`config.mk`:
```
export PLATFORM = sky130hd
export DESIGN_NAME = oam_dma_arbiter
export DESIGN_NICKNAME = d
export VERILOG_FILES = /design/src/rtl/oam_dma_arbiter_pkg.sv /design/src/rtl/oam_dma_arbiter.sv
export SDC_FILE = /design/constraint.sdc
export NUM_CORES = 1
export LEC_CHECK = 0
export ABC_AREA = 1
export BUFFER_PORTS_ARGS = -buffer_cell sky130_fd_sc_hd__clkbuf_2
export CORE_MARGIN = 3
export CORE_UTILIZATION = 40
export CTS_CLUSTER_SIZE = 24
export DETAILED_ROUTE_END_ITERATION = 8
export PLACE_DENSITY_LB_ADDON = 0.05
export SETUP_SLACK_MARGIN = 0.5
export SYNTH_ARGS = -nofsm -noshare
export SYNTH_HDL_FRONTEND = slang
export SYNTH_SLANG_ARGS = --single-unit
```
`constraint.sdc`:
```
create_clock -name clk -period 2.2 [get_ports clk]
set_clock_uncertainty 0.1 [all_clocks]
set_input_delay 0.44 -clock clk [delete_from_list [all_inputs] [get_ports clk]]
set_output_delay 0.44 -clock clk [all_outputs]
set_load 0.1 [all_outputs]
```
`src/rtl/oam_dma_arbiter_pkg.sv`:
```
// Shared constants and types for the SM83 bus arbiter and OAM DMA engine.
// Imported by oam_dma_arbiter.
package oam_dma_arbiter_pkg;

  localparam logic [15:0] DMA_REG_ADDR = 16'hFF46;
  localparam logic [7:0]  HIGH_PAGE    = 8'hFF;
  localparam int          OAM_DMA_LEN  = 160;

  typedef enum logic [1:0] {
    DMA_IDLE,
    DMA_START,
    DMA_XFER
  } dma_state_t;

  typedef enum logic [1:0] {
    RT_DMA_REG,
    RT_IO,
    RT_BUS
  } route_t;

endpackage

```
`src/rtl/oam_dma_arbiter.sv`:
```
// SM83 external bus owner: shares the bus between CPU and OAM DMA,
// and hosts the DMA source register at 0xFF46.
module oam_dma_arbiter
  import oam_dma_arbiter_pkg::*;
#(
  parameter int          OAM_LEN     = OAM_DMA_LEN,
  parameter logic [7:0]  BLOCK_RDATA = 8'hFF
) (
  input  logic        clk,
  input  logic        rst_n,
  input  logic        tick,
  input  logic [15:0] cpu_addr,
  input  logic [7:0]  cpu_wdata,
  input  logic        cpu_rd,
  input  logic        cpu_wr,
  output logic [7:0]  cpu_rdata,
  output logic [15:0] bus_addr,
  output logic [7:0]  bus_wdata,
  output logic        bus_rd,
  output logic        bus_wr,
  input  logic [7:0]  bus_rdata,
  output logic [7:0]  io_addr,
  output logic [7:0]  io_wdata,
  output logic        io_rd,
  output logic        io_wr,
  input  logic [7:0]  io_rdata,
  output logic [7:0]  oam_addr,
  output logic [7:0]  oam_wdata,
  output logic        oam_wr,
  output logic        dma_active
);

  localparam logic [7:0] LEN8 = 8'(OAM_LEN);

  dma_state_t state_q, state_d;
  logic [7:0] idx_q, idx_d;
  logic [7:0] data_q, data_d;
  logic [7:0] dma_reg_q, dma_reg_d;

  logic       dma_wr;
  logic       rd_req;
  logic       acc;
  logic       xfer;
  logic [7:0] src_hi;
  route_t     route;

  function automatic route_t decode(input logic [15:0] a);
    route_t r;
    if (a == DMA_REG_ADDR) r = RT_DMA_REG;
    else if (a[15:8] == HIGH_PAGE) r = RT_IO;
    else r = RT_BUS;
    return r;
  endfunction

  // Echo RAM pages E0-FF fold back onto C0-DF.
  function automatic logic [7:0] src_page(input logic [7:0] r);
    return (r >= 8'hE0) ? (r - 8'h20) : r;
  endfunction

  assign route  = decode(cpu_addr);
  assign dma_wr = cpu_wr && (cpu_addr == DMA_REG_ADDR);
  assign rd_req = cpu_rd && !cpu_wr;
  assign acc    = rd_req || cpu_wr;
  assign xfer   = (state_q == DMA_XFER);
  assign src_hi = src_page(dma_reg_q);

  assign dma_active = (state_q != DMA_IDLE);

  always_ff @(posedge clk or negedge rst_n) begin
    if (!rst_n) begin
      state_q   <= DMA_IDLE;
      idx_q     <= 8'h00;
      data_q    <= 8'h00;
      dma_reg_q <= 8'hFF;
    end else begin
      state_q   <= state_d;
      idx_q     <= idx_d;
      data_q    <= data_d;
      dma_reg_q <= dma_reg_d;
    end
  end

  always_comb begin
    state_d   = state_q;
    idx_d     = idx_q;
    data_d    = data_q;
    dma_reg_d = dma_reg_q;
    if (tick) begin
      case (state_q)
        DMA_START: begin
          state_d = DMA_XFER;
          idx_d   = 8'h00;
        end
        DMA_XFER: begin
          if (idx_q < LEN8) data_d = bus_rdata;
          if (idx_q == LEN8) begin
            state_d = DMA_IDLE;
            idx_d   = 8'h00;
          end else begin
            idx_d = idx_q + 8'd1;
          end
        end
        default: ;
      endcase
      // A new source write restarts from any state.
      if (dma_wr) begin
        dma_reg_d = cpu_wdata;
        idx_d     = 8'h00;
        state_d   = DMA_START;
      end
    end
  end

  always_comb begin
    cpu_rdata = 8'h00;
    bus_addr  = 16'h0000;
    bus_wdata = 8'h00;
    bus_rd    = 1'b0;
    bus_wr    = 1'b0;
    io_addr   = 8'h00;
    io_wdata  = 8'h00;
    io_rd     = 1'b0;
    io_wr     = 1'b0;
    oam_addr  = 8'h00;
    oam_wdata = 8'h00;
    oam_wr    = 1'b0;

    unique case (1'b1)
      (route == RT_DMA_REG): begin
        cpu_rdata = dma_reg_q;
      end
      (route == RT_IO): begin
        io_addr   = acc ? cpu_addr[7:0] : 8'h00;
        io_wdata  = cpu_wr ? cpu_wdata : 8'h00;
        io_rd     = rd_req;
        io_wr     = cpu_wr;
        cpu_rdata = io_rdata;
      end
      default: begin
        if (!xfer) begin
          bus_addr  = acc ? cpu_addr : 16'h0000;
          bus_wdata = cpu_wr ? cpu_wdata : 8'h00;
          bus_rd    = rd_req;
          bus_wr    = cpu_wr;
          cpu_rdata = bus_rdata;
        end else begin
          cpu_rdata = BLOCK_RDATA;
        end
      end
    endcase

    // Read of byte n overlaps the OAM write of byte n-1.
    if (xfer) begin
      if (idx_q < LEN8) begin
        bus_rd   = 1'b1;
        bus_addr = {src_hi, idx_q};
      end
      if (idx_q != 8'h00) begin
        oam_wr    = 1'b1;
        oam_addr  = idx_q - 8'd1;
        oam_wdata = data_q;
      end
    end
  end

endmodule

```
==> run metrics, run 1 <==
#FFs+latches synth=26; Ports=between 100 and 150; Avg Synthesized Cell Area=6.58 um2; Stop Error=[ERROR DPL-0038] Utilization greater than 100%, impossible to legalize; Seq/Total Area, Yosys=0.296; Port Buffers=between 100 and 150; Synth Flop Type=dfrtp_1; syn nets=slightly below 400; post-synth top area cell=dfrtp_1; Mapped Cells=339; final HPWL from detailed placement=between 7 and 8 mm; postcts setup bufs=29; Failed at=clock tree synthesis; post-CTS sizing=93; count of hold buffers inserted by post-cts repair=0; Site Rows=26; GPL Wtd Cong=about 0.83; CTS root buf=clkbuf_8; Max Root-Sink Buffers=2; Post-synth ARST share=1.00; Num CTS Buffers=3; Post-synth EDFFs=0; ranking of synthesized cells by area=dfrtp_1, nand2_1, dfstp_2, nor2_1, inv_1; share of the synthesized area in the top cell type=0.202; status=aborted with a tool error; CTS H-tree lvls=1; starting density of the core=0.426; Die Ht=80.7 um; Mapped Area=about 2200 um2; yosys warns=0; Yosys cell types=34; die width=80.7 um; Clock Sinks=26
logic make-up after synthesis:
kind of cell / synth area share
buffers and inverters: 0.110
adders and majority gates: 0.0224
DFF: 0.296
xor gates and xnor gates: 0.00786
and+or+nand+nor: 0.410
AOI/OAI and AO/OA: 0.154
metrics by stage:
| step | area [um2] | hold slack (ns) | instances | setup WS (ns) | utilization |
|---|---|---|---|---|---|
| detailed placement | 4670 | 0.372 | 541 | -0.119 | 0.892 |
| global placement | 4670 | 0.372 | 541 | -0.0306 | 0.892 |
| floorplan | 2790 | 0.0444 | 339 | -0.838 | - |
cells in the mapped netlist, types with 2 or more instances:
cell,count
nor2_1,56
a21oi_2,8
buf_2,4
a21oi_1,4
o211ai_1,3
buf_6,2
dfrtp_1,18
dfstp_2,8
inv_1,42
o21ai_2,11
nand4_1,9
nand2_1,83
o21ai_0,15
nand2_2,2
or2_2,2
nand2_4,2
o22ai_1,6
nand3_1,29
nor3_1,4
nor2_2,3
inv_2,8
nor2_4,5
ha_1,4
==> run 2: changes to the inputs <==
--- a/config.mk
+++ b/config.mk
@@ -8,11 +8,9 @@
 export ABC_AREA = 1
 export BUFFER_PORTS_ARGS = -buffer_cell sky130_fd_sc_hd__clkbuf_2
 export CORE_MARGIN = 3
-export CORE_UTILIZATION = 40
-export CTS_CLUSTER_SIZE = 24
+export CORE_UTILIZATION = 25
 export DETAILED_ROUTE_END_ITERATION = 8
-export PLACE_DENSITY_LB_ADDON = 0.05
-export SETUP_SLACK_MARGIN = 0.5
+export PLACE_DENSITY_LB_ADDON = 0.15
 export SYNTH_ARGS = -nofsm -noshare
 export SYNTH_HDL_FRONTEND = slang
 export SYNTH_SLANG_ARGS = --single-unit
==> run 2 against run 1 <==
The flow now finishes, with violations (setup timing); synthesized area stayed put; synthesized cell count stayed put.
==> run metrics, run 2 <==
Max Root-Sink Buffers=2 (unchanged); critical path arrival=approximately 1.8 ns; maximum vdd drop=between 0.2 and 0.3 mV; grt met2 use=0.322; Final period util=1.04; XOR/XNOR Fraction of Synth Area=0.00786 (unchanged); main combinational cell family by area after synthesis=simple AND/OR/NAND/NOR gates (unchanged); Fmax=435 MHz; Tmin final=between 2 and 2.5 ns; crit-path cells=inv_2 > nor2_8 > buf_6 > nor2_4 > inv_4 > nor2_4 > inv_2 > buf_12 > nor2_4 > buf_12; Ports=115 (unchanged); #FFs+latches synth=26 (unchanged); clock share of power=0.252; Synth Flop Type=dfrtp_1 (unchanged); top cells by count, synth=nand2_1, nor2_1, inv_1, nand3_1, dfrtp_1 (unchanged); final wirelength=9.25 mm; Worst EP required=around 1.7 ns; placed cell count=583 (was 541); RR Startpoint=idx_q[6]; DR vias/cell=4.74; count leader, synth=nand2_1 (unchanged); die width=100 um (was 80.7 um); drt wl/cell=~15 um; headroom to the max-slew limit=0.535; failing checks=setup timing; Crit Reg-Reg Endpoint=data_q[4]; final HPWL from detailed placement=7.19 mm (was 7.72 mm); slowest stage delay, CP=a little over 0.4 ns; initial drt markers=57; GPL Wtd Cong=0.833 (was 0.827); CP Capture Type=primary output; CTS clk-pin slew, worst paths=about 0.11 ns; Site Rows=33 (was 26); Gate power share=0.450; fin nets=around 560; P_sw=649 uW; kind of critical path=flop to primary output; max-cap violation count=0; Yosys cell types=34 (unchanged); CTS tree=yes; Mapped Cells=339 (unchanged); sequential power share=0.298; Leak Pwr=between 2 and 2.5 nW; syn nets=388 (unchanged); DIE AREA=10100 um2; Global Route Usage Sum=0.178; Post-synth EDFFs=0 (unchanged); Crit Path Max Fanout=8; Ant. Diodes=0; yosys warns=0 (unchanged); starting density of the core=0.265 (was 0.426); Post-Synth Simple-Gate Area=0.410 (unchanged); post-route ant nets=0; ranking of synthesized cells by area=dfrtp_1, nand2_1, dfstp_2, nor2_1, inv_1 (unchanged); most common cell after layout, fill and taps aside=buf_12; initial antenna violation count=0; status=finished, violations left (was aborted with a tool error); mux contribution to synthesized area=0 (unchanged); Worst-Margin Slew=between 0.6 and 0.7 ns; Register-to-Register Setup Slack=0.47 ns; Num CTS Buffers=3 (unchanged); Seq/Total Area, Yosys=0.296 (unchanged); internal power=just under 1 mW; Post-synth ARST share=1.00 (unchanged); final hold vios=0; Port Buffers=114 (unchanged); Compound-Gate Fraction of Synth Area=0.154 (unchanged); commonest non-fill, non-tap cells in the layout=buf_12, nand2_1, buf_4; Clock Latency Late Sink=about 0.28 ns; first-pass GRT wire length=around 15 mm; Final Non-Filler Cells=roughly 600; P&R area growth vs syn=134%; drc violations=0; GR Layer Usage met1=0.213; DP Worst Slack=-0.0583 ns (was -0.119 ns); CTS root buf=clkbuf_8 (unchanged); CTS H-tree lvls=1 (unchanged); Clock Sinks=26 (unchanged); CP max stage cell=dfrtp_1; DR vias=around 3000; core area=approximately 8400 um2; crit start category=flop; post-synth top area cell=dfrtp_1 (unchanged); power per cell area=315 nW/um2; HP Class=input pin to asynchronous set/reset pin; met3 Track Usage GR=0.0514; RSZ-0062 raised after global routing=yes; Avg Synthesized Cell Area=6.58 um2 (unchanged); Regs by FF count=data_q (8), dma_reg_q (8), idx_q (8); TNS Setup=-2.02 ns; cells on worst reg2reg path=9; vias in the first global route=around 3000; Mapped Area=2230 um2 (unchanged); final worst slack=-0.0974 ns; Final setup viols=37; crit-path most repeated cell=nor2_4; GRT busiest layer=met2; Post-Synth Adder-Cell Area=0.0224 (unchanged); Buf+Inv Stages, Crit Path=6; Fill cells=between 700 and 800; switching portion of total power=0.395; share of the synthesized area in the top cell type=0.202 (unchanged); pin count of the biggest net entering global routing=27; DR pass1 iterations=4; Die Ht=100 um (was 80.7 um); share of layout cells above drive strength 1=0.652; Slew Limit Fails=0; largest delay contributor family on the critical path=buffers and inverters; grt ovf=0
==> run 2: cell counts after synthesis <==
No cell type changed its count.
==> run 2: kinds of logic (layout without fill, tap and decap cells) <==
group           count (synthesis)  count (layout)
xor+xnor                        2               2
flops                          26              26
compound gates                 50              50
simple gates                  198             198
buf+inv                        59             231
fa+ha+maj                       4               4
==> run 2: cell type report <==
type	instances	area [um2]	share of cell area
repair buffers	175	2190	0.421
multi-input cells	254	1930	0.371
flip-flops and latches	26	664	0.127
inverters	51	214	0.0410
well taps	105	131	0.0252
clock buffers	3	41.3	0.00792
clock inverters	1	30.0	0.00576
repair inverters	1	5.00	0.000960
==> run 2: power groups by stage <==
| stage | registers [mW] | logic [mW] | clock network, mW |
|---|---|---|---|
| after floorplan | 0.496 | 0.406 | 0 |
| after global placement | 0.496 | 0.693 | 0 |
| after detailed placement | 0.496 | 0.697 | 0 |
| after CTS | 0.488 | 0.717 | 0.421 |
| after global routing | 0.490 | 0.769 | 0.436 |
| final | 0.489 | 0.738 | 0.413 |
==> run 2: worst register-to-register path: cells and delay by family, from the launching register on <==
family          cells  cell delay, ns
simple gates        5            0.70
buf+inv             3            0.40
compound gates      1            0.04
flops               1            0.40
==> run 2: worst max-delay path by stage <==
stage | startpoint | to | slack (ns) | depth (start not counted)
2_1_floorplan | state_q[0] | bus_addr[0] | -0.84 | 5
3_3_place_gp | cpu_addr[11] | io_wdata[3] | -0.07 | 8
3_5_place_dp | cpu_addr[11] | io_wdata[3] | -0.06 | 8
4_1_cts | state_q[1] | bus_wdata[3] | -0.1 | 10
5_1_grt | state_q[1] | bus_wdata[4] | -0.17 | 10
6_report | state_q[1] | bus_wdata[4] | -0.1 | 10
==> run 2: stage by stage <==
| step | power, mW | hold slack [ns] | utilization | area, um2 |
|---|---|---|---|---|
| after floorplan | 0.902 | 0.0444 | - | 2570 |
| after detailed placement | 1.19 | 0.378 | 0.538 | 4530 |
| after CTS | 1.63 | 0.109 | 0.580 | 4880 |
| final | 1.64 | 0.0855 | 0.619 | 5210 |
| after global placement | 1.19 | 0.371 | 0.538 | 4530 |
| after global routing | 1.69 | 0.137 | 0.619 | 5210 |
==> run 2: what timing repair did <==
item / CTS / global route
hold buffers: 0 / 0
setup buffers: 16 / 11
pin swaps: 22 / 17
resized for setup: 41 / 54
endpoints found under the setup margin: 54 / 65
hold endpoints to repair: 0 / 0
cloned: 0 / 2
==> run 2: metal layers <==
layer	up-vias	wire, um
li1	1435	-
met1	1402	3630
met2	76	4930
met3	4	642
met4	0	40
met5	-	0
Power figures use the tool's default switching activity.
